File: src/rtl/err_demod_gen.sv
`default_nettype none
// ============================================================================
//  Module   : err_demod_gen
//  Purpose  : Square-wave bias modulation generator and synchronous
//             demodulator. Integrates the ADC stream separately over the
//             high and low modulation halves, then once per period emits
//             a scaled, offset-corrected, saturated error word with a
//             one-cycle strobe for the feedback step generator.
//  Revision : 1.0  initial release
// ============================================================================
module err_demod_gen #(
    parameter int ADC_W = 14,
    parameter int ACC_W = 40
) (
    input  logic                    i_clk,
    input  logic                    i_rst_n,
    input  logic                    i_en,
    input  logic signed [ADC_W-1:0] i_adc,
    input  logic        [31:0]      i_half_period,
    input  logic        [31:0]      i_wait_cnt,
    input  logic        [4:0]       i_avg_sel,
    input  logic        [31:0]      i_err_offset,
    input  logic                    i_polarity,
    output logic                    o_mod,
    output logic signed [31:0]      o_err,
    output logic                    o_trig,
    output logic                    o_sat
);

    // Saturation bounds of the 32-bit signed error word
    localparam logic [31:0] c_err_max  = 32'h7fff_ffff;
    localparam logic [31:0] c_err_min  = 32'h8000_0000;
    // Shortest allowed modulation half period
    localparam logic [31:0] c_min_half = 32'd2;

    typedef enum logic [0:0] {
        ST_IDLE = 1'b0,
        ST_RUN  = 1'b1
    } state_t;

    state_t r_state;
    state_t w_state_nxt;
    logic   w_start;
    logic   w_run;

    // Period counter, phase and integrators
    logic        [31:0]      r_cnt;
    logic                    r_mod;
    logic signed [ACC_W-1:0] r_acc_hi;
    logic signed [ACC_W-1:0] r_acc_lo;

    // Configuration captured at each period start
    logic        [31:0]      r_half;
    logic        [31:0]      r_wait;
    logic        [4:0]       r_shift;
    logic        [31:0]      r_offset;
    logic                    r_pol;

    // Output registers
    logic        [31:0]      r_err;
    logic                    r_trig;
    logic                    r_sat;

    // Datapath wires
    logic        [31:0]      w_half_clamp;
    logic                    w_half_end;
    logic                    w_take;
    logic signed [ACC_W-1:0] w_adc_ext;
    logic signed [ACC_W-1:0] w_acc_lo_fin;
    logic signed [ACC_W-1:0] w_diff_raw;
    logic signed [ACC_W-1:0] w_diff;
    logic signed [ACC_W:0]   w_res;
    logic        [ACC_W-31:0] w_res_top;
    logic                    w_sat_clip;
    logic        [31:0]      w_clip;
    logic                    w_sat_neg;
    logic        [31:0]      w_final;

    // State register
    always_ff @(posedge i_clk or negedge i_rst_n) begin
        if (!i_rst_n) begin
            r_state <= ST_IDLE;
        end else begin
            r_state <= w_state_nxt;
        end
    end

    // Next-state decode: idle until enabled, run until enable drops
    always_comb begin
        w_state_nxt = r_state;
        w_start     = 1'b0;
        w_run       = 1'b0;
        case (r_state)
            ST_IDLE: begin
                if (i_en) begin
                    w_state_nxt = ST_RUN;
                    w_start     = 1'b1;
                end
            end
            ST_RUN: begin
                if (i_en) begin
                    w_run = 1'b1;
                end else begin
                    w_state_nxt = ST_IDLE;
                end
            end
            default: begin
                w_state_nxt = ST_IDLE;
            end
        endcase
    end

    // Half-period clamp, half-end detection and sample gating
    assign w_half_clamp = (i_half_period < c_min_half) ? c_min_half : i_half_period;
    assign w_half_end   = (r_cnt == (r_half - 32'd1));
    assign w_take       = (r_cnt >= r_wait);
    assign w_adc_ext    = {{(ACC_W-ADC_W){i_adc[ADC_W-1]}}, i_adc};

    // The final low-half sample is folded in combinationally so the
    // result can be registered on the same edge that closes the period.
    assign w_acc_lo_fin = w_take ? (r_acc_lo + w_adc_ext) : r_acc_lo;
    assign w_diff_raw   = r_acc_hi - w_acc_lo_fin;
    assign w_diff       = w_diff_raw >>> r_shift;

    // One extra bit of headroom so the offset subtraction cannot wrap
    assign w_res        = {w_diff[ACC_W-1], w_diff}
                        - {{(ACC_W+1-32){r_offset[31]}}, r_offset};

    // Out of 32-bit range when the bits above bit 30 are not a pure sign extension
    assign w_res_top    = w_res[ACC_W:31];
    assign w_sat_clip   = !((&w_res_top) || !(|w_res_top));
    assign w_clip       = w_sat_clip ? (w_res[ACC_W] ? c_err_min : c_err_max)
                                     : w_res[31:0];

    // Negating the most negative value has no representation; clip it
    assign w_sat_neg    = r_pol && (w_clip == c_err_min);
    assign w_final      = !r_pol   ? w_clip :
                          w_sat_neg ? c_err_max :
                                      (~w_clip + 32'd1);

    // Counter, phase, integrators, configuration latch and result register
    always_ff @(posedge i_clk or negedge i_rst_n) begin
        if (!i_rst_n) begin
            r_cnt    <= '0;
            r_mod    <= 1'b0;
            r_acc_hi <= '0;
            r_acc_lo <= '0;
            r_half   <= c_min_half;
            r_wait   <= '0;
            r_shift  <= '0;
            r_offset <= '0;
            r_pol    <= 1'b0;
            r_err    <= '0;
            r_trig   <= 1'b0;
            r_sat    <= 1'b0;
        end else if (!i_en) begin
            // Idle: hold everything cleared; any partial period is discarded
            r_cnt    <= '0;
            r_mod    <= 1'b0;
            r_acc_hi <= '0;
            r_acc_lo <= '0;
            r_err    <= '0;
            r_trig   <= 1'b0;
            r_sat    <= 1'b0;
        end else if (w_start) begin
            // First enabled cycle opens a high half with fresh configuration
            r_cnt    <= '0;
            r_mod    <= 1'b1;
            r_acc_hi <= '0;
            r_acc_lo <= '0;
            r_trig   <= 1'b0;
            r_half   <= w_half_clamp;
            r_wait   <= i_wait_cnt;
            r_shift  <= i_avg_sel;
            r_offset <= i_err_offset;
            r_pol    <= i_polarity;
        end else if (w_run) begin
            r_trig <= 1'b0;
            if (w_half_end) begin
                r_cnt <= '0;
                r_mod <= ~r_mod;
                if (r_mod) begin
                    // Last high-half sample
                    if (w_take) begin
                        r_acc_hi <= r_acc_hi + w_adc_ext;
                    end
                end else begin
                    // Period close: publish result, clear integrators, relatch
                    r_err    <= w_final;
                    r_trig   <= 1'b1;
                    r_sat    <= r_sat | w_sat_clip | w_sat_neg;
                    r_acc_hi <= '0;
                    r_acc_lo <= '0;
                    r_half   <= w_half_clamp;
                    r_wait   <= i_wait_cnt;
                    r_shift  <= i_avg_sel;
                    r_offset <= i_err_offset;
                    r_pol    <= i_polarity;
                end
            end else begin
                r_cnt <= r_cnt + 32'd1;
                if (w_take) begin
                    if (r_mod) begin
                        r_acc_hi <= r_acc_hi + w_adc_ext;
                    end else begin
                        r_acc_lo <= r_acc_lo + w_adc_ext;
                    end
                end
            end
        end
    end

    assign o_mod  = r_mod;
    assign o_err  = r_err;
    assign o_trig = r_trig;
    assign o_sat  = r_sat;

endmodule
`default_nettype wire
File: config.mk
export PLATFORM = sky130hd
export DESIGN_NAME = err_demod_gen
export DESIGN_NICKNAME = d
export VERILOG_FILES = /design/src/rtl/err_demod_gen.sv
export SDC_FILE = /design/constraint.sdc
export NUM_CORES = 1
export LEC_CHECK = 0
export BUFFER_PORTS_ARGS = -buffer_cell sky130_fd_sc_hd__buf_2
export CORE_ASPECT_RATIO = 0.5
export CORE_MARGIN = 1
export CORE_UTILIZATION = 50
export DETAILED_ROUTE_END_ITERATION = 8
export HOLD_SLACK_MARGIN = 0.06
export MAX_ROUTING_LAYER = met4
export PLACE_DENSITY_LB_ADDON = 0.05
export REMOVE_ABC_BUFFERS = 1
export SLEW_MARGIN = 20
export SYNTH_ARGS = -nofsm -noshare
export SYNTH_HDL_FRONTEND = slang
export SYNTH_SLANG_ARGS = --single-unit
File: constraint.sdc
create_clock -name i_clk -period 20.9 [get_ports i_clk]
set_input_delay 4.18 -clock i_clk [delete_from_list [all_inputs] [get_ports i_clk]]
set_output_delay 4.18 -clock i_clk [all_outputs]
set_load 0.005 [all_outputs]
* After elaboration in Yosys (flattened, before gate mapping)
Index checks and enable logic that the tools add are counted.
** Word-level totals
- Word-level logic and storage cells :: 121
- Register bits after elaboration :: 250
** Operators by class
- Add/subtract/negate cells :: 7
- Reductions and logical operators :: 13
- Mux-type cells :: 67
- Bitwise operators :: 4
- Shift operators :: 1
- Magnitude comparators :: 2
- Eq/ne operators :: 14
** Operators with widths (number)
- $mux 32 :: 26
- $mux 40 :: 16
- $add 40x14->40 :: 2
- $add 32x1->32 const B :: 2
- $sub 40x32->41 :: 1
- $sshr 40x5->40 :: 1
- $sub 40x40->40 :: 1
- $eq 32x32->1 :: 1
- $eq 32x32->1 const B :: 1
- $ge 32x32->1 :: 1
- $lt 32x2->1 const B :: 1
- $not 32->32 :: 1
- $sub 32x1->32 const B :: 1
- $mux 1 :: 21
- $mux 5 :: 4
- $reduce_and 4->1 :: 4
- $reduce_and 10->1 :: 1
- $reduce_or 10->1 :: 1
- $ne 4x1->1 const B :: 2
- $ne 4x4->1 const B :: 2
- $ne 2x2->1 const B :: 3
- $ne 3x1->1 const B :: 2
- $ne 2x1->1 const B :: 2
- $ne 4x3->1 const B :: 1
- 7 further kinds :: 10

* Logic depth before layout (Yosys ltp)
Gate-level depths: netlist (run 1).
- Word-level depth :: 18
- Depth in mapped cells :: 56
- Gate-level depth less buffers :: 51

* Least setup slack after synthesis (run 1)
Ideal clock, no wire load.
- Path type :: input -> register
- From :: input i_adc[0]
- To :: register r_err[26] (netlist: o_err[26])
- Setup time :: 0.126 ns
- Buffers on the path :: 2
- Stages :: 52
- Slack :: 6.235 ns
- Arrival time :: 14.539 ns
- Data required time :: 20.774 ns
- Path through :: ha_1 > inv_1 > fa_1 > nor2b_1 > o21ai_0 > a21boi_0 > o21a_1 > o21ai_0 > a211oi_1 > or2_2 > a31oi_1 > o21ba_2 > o21bai_1 > xor2_1 > mux2i_1 > ha_1 > a21o_1 > a21o_1 > [16 not listed] > o311ai_0 > nand4b_1 > a21o_1 > or3_1 > a21oi_1 > nand4_1 > a2111oi_2 > a21oi_1 > clkbuf_1 > clkbuf_1 > nor2_1 > ha_1 > nand3_1 > nor3_1 > a22oi_1 > o41ai_1 > xnor2_1 > a21oi_2
** Between the ends
- Word-level cells in the longest chain between the ends :: 18
- Elaborated cells between the ends (all ways) :: 22
** RTL lines
- from (decl) :: RTL line 18 : input logic signed [ADC_W-1:0] i_adc,
- $add 40x14->40 * :: RTL line 121 : assign w_acc_lo_fin = w_take ? (r_acc_lo + w_adc_ext) : r_acc_lo;
- $mux 40 * :: RTL line 121
- $sub 40x40->40 * :: RTL line 122 : assign w_diff_raw = r_acc_hi - w_acc_lo_fin;
- $sshr 40x5->40 * :: RTL line 123 : assign w_diff = w_diff_raw >>> r_shift;
- $sub 40x32->41 * :: RTL line 127 : - {{(ACC_W+1-32){r_offset[31]}}, r_offset};
- $reduce_or 10->1 :: RTL line 131 : assign w_sat_clip = !((&w_res_top) || !(|w_res_top));
- $logic_not 1->1 :: RTL line 131
- $logic_or 1x1->1 :: RTL line 131
- [2 not listed]
- $add 32x1->32 / $logic_and 1x1->1 (equally long branches) :: RTL line 139, 136
- $mux 32 :: RTL line 138 : w_sat_neg ? c_err_max :
- $mux 32 * :: RTL line 137 : assign w_final = !r_pol ? w_clip :
- $mux 32 * :: RTL line 182 : if (r_mod) begin
- $mux 32 * :: RTL line 179 : if (w_half_end) begin
- $mux 32 * :: RTL line 177 : end else if (w_run) begin
- $mux 32 * :: RTL line 165 : end else if (w_start) begin
- $mux 32 * :: RTL line 156 : end else if (!i_en) begin
- to (signal assigned) :: RTL line 189 : r_err <= w_final;
- to (decl) :: RTL line 60 : logic [31:0] r_err;
Every way passes the cells marked *; elsewhere a longest branch is shown, timed or not. The select of a mux whose other input is x is not followed.
A chain may end at the register's enable or synchronous reset.

* Worst setup path after layout (run 1)
- From :: input i_adc[0]
- To :: register r_err[24] (netlist: o_err[24])
Same word-level chain as after synthesis.

==> results.toml, run 1 <==
[timing]
finalSetupViolations = 0
maxSlewViolCount = 0
hold_viol_final = 0
fin_crit_sh = 0.7788
finClkSkew_ns = 0.02584
min_period_ns = 16.28
max_clock_freq_ghz = 0.06144
max-slew-margin-rel = 0.3889
tightest_slew_ns = 0.9048
setup-tns-final_ns = 0
rsz0062_at_grt = "false"

[hold_path]
holdCritPathClass = "register to register"
min_path_cells = 2

[critical_path]
cp.required_ns = 21.39
critPathKind = "primary input to register"
crit_arrival_ns = 16.77
critPathMaxStageDelay_ns = 0.57
crit_path_end_kind = "register"
cp-start-kind = "primary input"
rr_worst_depth = 51
cp_max_fo = 36
cp_slowest_cell = "o311ai_0"

[grt]
antenna_found_initial = 0
grt_pass1_wl_um = 105900
first_global_vias = 19800
gr-total-overflow = 0
grt_max_degree = 71
grt.total_usage = 0.2715

[clock_network]
htreeDepth = 1
cts_resized = 0
clkTransAtPathRegs_ns = 0.06
cts_setup_buffers = 0
cts_buffer_depth = 3
numCtsBuffers = 27
ctsRootBufferMaster = "clkbuf_16"
clk_latency_ns = 0.60
ctsHoldBuffers = 0
cts_tree = "built"
cts_sinks = 250

[synth]
synth_seq_cells = 250
synth_area_per_cell_um2 = 8.568
synth_edf_count = 0
yosysTopAreaCell = "dfrtp_1"
syn_inst = 2821
synth_top_area_frac = 0.2578
yosysMostFrequentCell = "dfrtp_1"
synth_commonest_cells = "249 x dfrtp_1, 240 x a21oi_1, 236 x nor2_1"
ys_top_cells_by_area = "dfrtp_1 26%, ha_1 9.9%, xnor2_1 5.3%, a21oi_1 5.0%, mux2i_1 4.2%"
ys_async_sr_fraction = 1.000
synthesis.area_um2 = 24170
yosysWarnings = 0
synth-main-ff-cell = "dfrtp_1"
yosysUniqueCellTypes = 96
synth-seq-area-share = 0.2589

[floorplan]
rows = 56
core-area_um2 = 47300
pin_count = 154
fp.dieW_um = 312.9
die_height_um = 157.5
start_util = 0.5110
die_area_um2 = 49280

[place]
place_congestion = 0.9496
portBuffers = 153
dpl.hpwl_um = 50520

[detailed_routing]
avgViaCountPerCell = 5.976
wl_per_cell_um = 18.56
wl_um = 66110
drt-initial-drc-count = 1654
postRouteAntennaNets = 0
drc = 0
drt_first_pass_iters = 6
vias = 21290

[layout]
areaGrowthSynthToFinish_pct = 9.013
regArea_um2 = 6259
nFillCells = 4434
utilization = 0.5571
drive_gt1_frac = 0.1426
nets = 3220
diodes = 0
multi_input_area_um2 = 16880

[power]
peakVddDrop_mv = 0.05330
total_power_mw = 1.717
power_density_nw_per_um2 = 65.16
p_leak_nw = 12.54

[status]
status = "finished, final reports clean"

[job]
drv_cap = 0
==> per-layer routing <==
layer | wire length [um] | GRT usage
met1 | 32090 | 0.3670
met2 | 29780 | 0.4344
met3 | 2618 | 0.02964
met4 | 1623 | 0.06899
met5 | 0 | -
==> worst max-delay path, delay by kind of cell <==
kind,cells,cell delay (ns)
xor+xnor,2,0.35
simple gates,13,2.46
buf+inv,6,1.07
mux,2,0.59
fa+ha+maj,5,1.62
compound gates,26,6.47
==> power by group <==
group	total [mW]	switching [mW]	internal, mW
logic	0.658	0.407	0.251
clock network	0.518	0.222	0.296
registers	0.540	0.0267	0.514
==> logic make-up (layout without fill, tap and decap cells) <==
kind of cell / Yosys count / in the layout / share of synthesized area
XOR/XNOR: 228 / 228 / 0.08262
AO/OA/AOI/OAI: 882 / 882 / 0.2416
flip-flops: 250 / 250 / 0.2589
multiplexers: 229 / 229 / 0.1100
adder cells (fa/ha/maj): 196 / 196 / 0.1027
AND/OR/NAND/NOR: 778 / 778 / 0.1594
buffers and inverters: 258 / 361 / 0.04478
==> registers in the layout, summed over array words and instances (netlist names), 5 cells and up <==
register	cells
r_half	32
o_err	32
r_acc_lo	40
r_acc_hi	40
r_cnt	32
r_offset	32
r_shift	5
r_wait	32
==> cells in the final DEF (no fill, tap or decap), types with 25 or more instances in the layout <==
cell	n
nand3_1	58
o21bai_1	27
nand2_1	182
nor2_1	234
xnor2_1	146
buf_4	28
mux2i_1	102
a21oi_1	239
dfrtp_1	248
xor2_1	82
clkbuf_16	27
and3_1	36
o21ai_0	172
nor3_1	57
nor2b_1	26
inv_1	126
mux2_2	77
buf_2	152
o211ai_1	28
a21o_1	84
o21a_1	25
nand2b_1	33
nand4_1	33
mux2_4	40
a31oi_1	31
a22o_1	74
ha_1	192
==> stage by stage <==
stage	cell area (um^2)	worst slack [ns]	hold slack [ns]	std cells
2_1_floorplan	23580	5.072	0.4619	2695
3_3_place_gp	25420	4.464	0.4753	3514
3_5_place_dp	25420	4.316	0.4873	3514
4_1_cts	26350	4.826	0.4963	3562
5_1_grt	26350	3.586	0.5026	3562
6_report	26350	4.623	0.4925	3562
==> area by class of cell <==
| cell class | count | area share |
|---|---|---|
| Multi-Input combinational cell | 2313 | 0.6407 |
| Sequential cell | 250 | 0.2375 |
| Timing Repair Buffer | 181 | 0.03742 |
| Tap cell | 638 | 0.03030 |
| Clock buffer | 35 | 0.02906 |
| Inverter | 132 | 0.01881 |
| Clock inverter | 13 | 0.006221 |
==> worst paths after layout <==
| path | start | end | slack (ns) |
|---|---|---|---|
| worst max-delay path | i_adc[0] | o_err[24] | 4.62 |
| worst min-delay path | r_half[1] | r_half[1] | 0.49 |
| worst max register to register | r_cnt[0] | o_err[24] | 7.71 |
| worst min register to register | r_half[1] | r_half[1] | 0.49 |
| max in group asynchronous | i_rst_n | r_acc_lo[22] | 15.27 |
| min in group asynchronous | i_rst_n | r_wait[4] | 3.53 |
No activity file was read; power rests on OpenSTA's default activity.
==> run 2, diff against run 1 <==
==> constraint.sdc (replaced) <==
create_clock -name i_clk -period 16.53 [get_ports i_clk]
set_input_delay 3.306 -clock i_clk [delete_from_list [all_inputs] [get_ports i_clk]]
set_output_delay 3.306 -clock i_clk [all_outputs]
set_load 0.005 [all_outputs]
==> run 2 against run 1 <==
- final area hardly changed
- via count is 0.92% higher
- register-to-register slack worse by 4.5 ns
- worst hold slack better by 0.011 ns
- flip-flop and latch count stayed put
- total power is 27% higher
- wire length is 1.6% higher
- setup slack worse by 3.4 ns
- largest cell class unchanged
- highest routed layer unchanged
- cell count hardly changed
- sequential power is 26% higher
==> results.toml, run 2 (same netlist as run 1, synthesis figures left out) <==
[layout]
final_area_um2 = 26350
stdcell_count = 3563
diodes = 0
reg_top3 = "r_acc_hi x40, r_acc_lo x40"
utilization = 0.5571
final_common_cell = "dfrtp_1"
areaGrowthSynthToFinish_pct = 9.023
nets = 3220
drive_gt1_frac = 0.1429
nFillCells = 4429
layout_common_cells = "248 x dfrtp_1, 239 x a21oi_1, 234 x nor2_1"

[critical_path]
crit_path_end_kind = "register"
crit_path_frequent_cell = "o21ai_0"
reg2reg_from = "r_cnt[0]"
critPathMaxStageDelay_ns = 0.95
crit_arrival_ns = 15.79
cp_max_fo = 13
crit_family = "compound AO/OA/AOI/OAI gates"
cp_slowest_cell = "o311ai_0"
cp.required_ns = 16.98
critPathKind = "primary input to register"
reg2reg_setup_slack_ns = 3.21
r2r_end = "o_err[26]"
cp_num_buf_inv = 2
cp-start-kind = "primary input"
rr_worst_depth = 46

[detailed_routing]
vias = 21480
wl_um = 67200
postRouteAntennaNets = 0
wl_per_cell_um = 18.86
drt-initial-drc-count = 1410
drc = 0
drt_first_pass_iters = 8
avgViaCountPerCell = 6.030

[clock_network]
ctsHoldBuffers = 0
numCtsBuffers = 26
cts_buffer_depth = 3
cts_resized = 0
clkTransAtPathRegs_ns = 0.07
cts_setup_buffers = 0
cts_tree = "built"
clk_latency_ns = 0.58
cts_sinks = 250
ctsRootBufferMaster = "clkbuf_16"
htreeDepth = 1

[floorplan]
rows = 56
die_height_um = 157.5
start_util = 0.5110
core-area_um2 = 47300
pin_count = 154
die_area_um2 = 49280
fp.dieW_um = 312.9

[hold_path]
min_path_cells = 2
holdCritPathClass = "register to register"
whs_endpoint = "r_half[1]"
worstHoldStart = "r_half[1]"

[timing]
maxSlewViolCount = 0
hold_viol_final = 0
fin_crit_sh = 0.9280
max_clock_freq_ghz = 0.06519
finalSetupViolations = 0
setup-tns-final_ns = 0
finClkSkew_ns = 0.02123
rsz0062_at_grt = "false"
max-slew-margin-rel = 0.2613
tightest_slew_ns = 1.094
min_period_ns = 15.34

[power]
combPwrFrac = 0.389
p_seq_frac = 0.313
peakVddDrop_mv = 0.05758
pwr-share-clk = 0.298
p_switching_uw = 831.7
p_leak_nw = 12.54
internal-power_mw = 1.342
p_sw_frac = 0.3826
power_density_nw_per_um2 = 82.49

[grt]
gr-total-overflow = 0
grt_max_degree = 69
grt_pass1_wl_um = 107400
grt.total_usage = 0.2761
first_global_vias = 19890
antenna_found_initial = 0

[status]
status = "finished, final reports clean"

[place]
dp_cells = 3515
portBuffers = 153
placed_area_um2 = 25430
place_congestion = 0.9519
dpl.hpwl_um = 50880

[job]
drv_cap = 0
==> run 2: cell types whose count changed in the layout (fill, tap and decap cells not counted) <==
| cell | delta |
|---|---|
| clkinv_8 | +1 |
| clkbuf_8 | +2 |
| inv_6 | -1 |
| inv_16 | -1 |
| clkinvlp_4 | -1 |
| clkinv_4 | +2 |
| buf_4 | +1 |
| clkbuf_16 | -1 |
| clkinv_2 | -1 |
==> run 2: worst max path at each step <==
stage              from         to  slack, ns  depth (start not counted)
2_1_floorplan  i_adc[0]  o_err[24]       1.58                         49
3_3_place_gp   i_adc[0]  o_err[26]       1.17                         53
3_5_place_dp   i_adc[0]  o_err[26]       0.86                         49
4_1_cts        i_adc[0]  o_err[26]       1.40                         53
5_1_grt        i_adc[0]  o_err[26]       0.13                         49
6_report       i_adc[0]  o_err[26]       1.19                         49
==> run 2: power groups by stage <==
| stage | clock (mW) | combinational [mW] | sequential (mW) |
|---|---|---|---|
| after floorplan | 0 | 0.592 | 0.701 |
| after global placement | 0 | 0.828 | 0.691 |
| after CTS | 0.661 | 0.836 | 0.681 |
| final | 0.647 | 0.846 | 0.681 |
| after detailed placement | 0 | 0.831 | 0.692 |
| after global routing | 0.686 | 0.928 | 0.686 |
==> run 2: final cells by class <==
cell class                 instances  area [um^2]  share of cell area
clock buffer                      36        768.2             0.02915
tap                              638        798.3             0.03029
inverter                         132        495.5             0.01880
timing repair buffer             182        993.5             0.03770
clock inverter                    12        156.4            0.005935
multi-input combinational       2313        16880              0.6406
sequential                       250         6259              0.2375
==> run 2: metal layers <==
layer / part of all wire / GRT usage / vias up
li1: - / - / 10590
met1: 0.48 / 0.3782 / 10270
met2: 0.45 / 0.4320 / 530
met3: 0.044 / 0.03083 / 103
met4: 0.029 / 0.07642 / 0
met5: 0 / - / -
==> run 2: per-stage QoR <==
step	hold slack, ns	setup slack, ns	power, mW
6_report	0.5033	1.190	2.174
2_1_floorplan	0.4619	1.576	1.293
3_3_place_gp	0.4751	1.171	1.520
3_5_place_dp	0.4928	0.8552	1.523
5_1_grt	0.5153	0.1289	2.300
4_1_cts	0.5026	1.396	2.178
==> run 2: worst min-delay path: cells and delay by family, from the launching register on <==
kind / cells / cell delay [ns]
buffers and inverters: 1 / 0.07
AOI/OAI and AO/OA: 1 / 0.06
DFF: 1 / 0.37
==> run 3, diff against run 2 <==
--- a/config.mk
+++ b/config.mk
@@ -5,14 +5,14 @@
 export SDC_FILE = /design/constraint.sdc
 export NUM_CORES = 1
 export LEC_CHECK = 0
+export ABC_AREA = 1
 export BUFFER_PORTS_ARGS = -buffer_cell sky130_fd_sc_hd__buf_2
 export CORE_ASPECT_RATIO = 0.5
 export CORE_MARGIN = 1
-export CORE_UTILIZATION = 50
+export CORE_UTILIZATION = 45
 export DETAILED_ROUTE_END_ITERATION = 8
 export HOLD_SLACK_MARGIN = 0.06
 export MAX_ROUTING_LAYER = met4
-export PLACE_DENSITY_LB_ADDON = 0.05
 export REMOVE_ABC_BUFFERS = 1
 export SLEW_MARGIN = 20
 export SYNTH_ARGS = -nofsm -noshare
==> run 3 against run 2 <==
- clock-buffer cell count is 1 higher
- synthesized area is 2.2% higher
- final area is 2.1% higher
- critical path type unchanged
- synthesized cell count is 36% higher
- via count is 16% higher
- sequential share of layout area is 0.49 points lower
- non-clock buffer count is 10 lower
- die area is 13% higher
- cell count is 31% higher
- worst hold slack worse by 0.032 ns
==> results.toml, run 3 <==
[timing]
finClkSkew_ns = 0.01718
tightest_slew_ns = 1.036
hold_viol_final = 0
maxSlewViolCount = 0
fin_crit_sh = 0.8047
max_clock_freq_ghz = 0.07518
max-slew-margin-rel = 0.3032
finalSetupViolations = 0
min_period_ns = 13.30
setup-tns-final_ns = 0
rsz0062_at_grt = "false"

[critical_path]
crit_path_end_kind = "register"
critPathMaxStageDelay_ns = 0.54
cp.required_ns = 17.03
rr_worst_depth = 53
reg2reg_setup_slack_ns = 5.15
cp_num_buf_inv = 7
crit_family = "compound AO/OA/AOI/OAI gates"
r2r_end = "o_err[1]"
crit_path_frequent_cell = "nand2_1"
cp_max_fo = 40
cp-start-kind = "primary input"
cp_slowest_cell = "nor2_1"
critPathKind = "primary input to register"
reg2reg_from = "r_cnt[29]"
crit_arrival_ns = 13.80

[synth]
yosysUniqueCellTypes = 57
synth_top_area_frac = 0.2523
synth_compound_area_frac = 0.1535
synthesis.area_um2 = 24700
yosysTopAreaCell = "dfrtp_1"
synth_commonest_cells = "1204 x nand2_1, 404 x inv_1, 316 x nor2_1"
yosysMostFrequentCell = "nand2_1"
synth_area_per_cell_um2 = 6.451
synth_top_family_by_area = "simple AND/OR/NAND/NOR gates"
synth-main-ff-cell = "dfrtp_1"
ys_top_cells_by_area = "dfrtp_1 25%, nand2_1 18%, ha_1 9.7%, o21ai_0 6.3%, inv_1 6.1%"
synthAdderAreaFrac = 0.1005
synthXorXnorAreaFrac = 0.07624
synth_edf_count = 0
syn_inst = 3829
yosysWarnings = 0
synth_seq_cells = 250
ys_async_sr_fraction = 1.000
synth_mux_area_frac = 0.002431
synth-seq-area-share = 0.2533
synth_simple_gate_area_share = 0.3306

[grt]
grt_pass1_wl_um = 125100
first_global_vias = 23300
gr-total-overflow = 0
antenna_found_initial = 0
grt_max_degree = 117
grt.total_usage = 0.2845

[detailed_routing]
wl_um = 77590
drt_first_pass_iters = 5
drt-initial-drc-count = 1982
postRouteAntennaNets = 0
avgViaCountPerCell = 5.335
wl_per_cell_um = 16.66
drc = 0
vias = 24850

[power]
p_seq_frac = 0.258
pwr-share-clk = 0.242
peakVddDrop_mv = 0.07582
p_sw_frac = 0.4647
internal-power_mw = 1.405
p_switching_mw = 1.220
combPwrFrac = 0.500
p_leak_nw = 13.98
power_density_nw_per_um2 = 97.59

[hold_path]
holdCritPathClass = "register to register"
min_path_cells = 2
worstHoldStart = "o_err[13]"
whs_endpoint = "o_err[13]"

[layout]
final_common_cell = "nand2_1"
layout_common_cells = "1203 x nand2_1, 403 x inv_1, 316 x nor2_1"
nets = 4239
drive_gt1_frac = 0.07554
reg_top3 = "r_acc_hi x40, r_acc_lo x40"
nFillCells = 5736
utilization = 0.4984
diodes = 0
areaGrowthSynthToFinish_pct = 8.905

[clock_network]
ctsRootBufferMaster = "clkbuf_16"
ctsHoldBuffers = 0
cts_resized = 0
htreeDepth = 1
clkTransAtPathRegs_ns = 0.06
cts_sinks = 250
cts_setup_buffers = 0
cts_buffer_depth = 3
numCtsBuffers = 27
cts_tree = "built"
clk_latency_ns = 0.59

[floorplan]
fp.dieW_um = 333.3
die_area_um2 = 55890
core-area_um2 = 53980
pin_count = 154
rows = 60
start_util = 0.4576
die_height_um = 167.7

[place]
place_congestion = 0.9323
portBuffers = 153
dpl.hpwl_um = 62030

[job]
drv_cap = 0

[status]
status = "finished, final reports clean"
run 3: cell types whose count changed in the layout (fill, tap and decap cells not counted), moves of 40 or more:
cell,change
inv_1,+277
a21o_1,-78
xnor2_1,-57
nand2_1,+1021
xor2_1,+44
nor2_1,+82
a22o_1,-66
o21ai_0,+139
mux2i_1,-96
mux2_2,-77
nand3_1,+185
mux2_4,-40
run 3: metrics by stage:
stage / std cells / setup slack [ns] / power (mW) / hold WS [ns] / area, um^2
final: 4658 / 3.228 / 2.625 / 0.4711 / 26900
after CTS: 4658 / 3.196 / 2.622 / 0.4767 / 26900
after detailed placement: 4608 / 2.623 / 1.974 / 0.4608 / 26000
after global routing: 4658 / 2.115 / 2.823 / 0.4945 / 26900
after global placement: 4608 / 2.599 / 1.979 / 0.4605 / 26000
after floorplan: 3723 / 5.219 / 1.591 / 0.4528 / 24180
run 3: area by class of cell:
cell class / count / area (um^2) / share of cell area
multi-input combinational: 3062 / 16390 / 0.6094
sequential: 250 / 6257 / 0.2326
timing repair buffer: 172 / 918.4 / 0.03414
clock buffer: 37 / 763.2 / 0.02837
inverter: 411 / 1545 / 0.05744
tap: 713 / 892.1 / 0.03316
clock inverter: 13 / 131.4 / 0.004884
run 3: tightest hold or removal path, stage by stage, from the launching register on:
cell and delay [ns]:
dfrtp_1 0.34, nand2_1 0.05, nand2_1 0.05
run 3: kinds of logic (layout without fill, tap and decap cells):
family                   after synthesis  in the layout
AO/OA/AOI/OAI                        692            692
flip-flops                           250            250
buffers and inverters                517            633
multiplexers                           6              6
XOR/XNOR                             215            215
adder cells (fa/ha/maj)              196            196
AND/OR/NAND/NOR                     1953           1953
run 3: metal layers:
| layer | GRT usage | vias to the layer above | part of all wire | wire length (um) |
|---|---|---|---|---|
| li1 | - | 12710 | - | - |
| met3 | 0.02548 | 74 | 0.042 | 3269 |
| met5 | - | - | 0 | 0 |
| met1 | 0.4194 | 11540 | 0.52 | 40220 |
| met4 | 0.05029 | 0 | 0.018 | 1374 |
| met2 | 0.4246 | 528 | 0.42 | 32720 |
run 3: worst max path at each step:
stage / from / end / slack (ns) / cells after the start
floorplan: i_adc[0] / o_err[27] / 5.22 / 55
global placement: i_adc[0] / o_err[31] / 2.60 / 58
detailed placement: i_adc[0] / o_err[31] / 2.62 / 56
CTS: i_adc[0] / o_err[31] / 3.20 / 56
global route: i_adc[0] / o_err[31] / 2.12 / 58
finish: i_adc[0] / o_err[1] / 3.23 / 55
run 3: power by group through the flow:
| stage | registers [mW] | logic [mW] | clock network, mW |
|---|---|---|---|
| after floorplan | 0.694 | 0.897 | 0 |
| after detailed placement | 0.689 | 1.29 | 0 |
| after global routing | 0.682 | 1.47 | 0.676 |
| final | 0.677 | 1.31 | 0.636 |
| after CTS | 0.677 | 1.29 | 0.654 |
| after global placement | 0.688 | 1.29 | 0 |
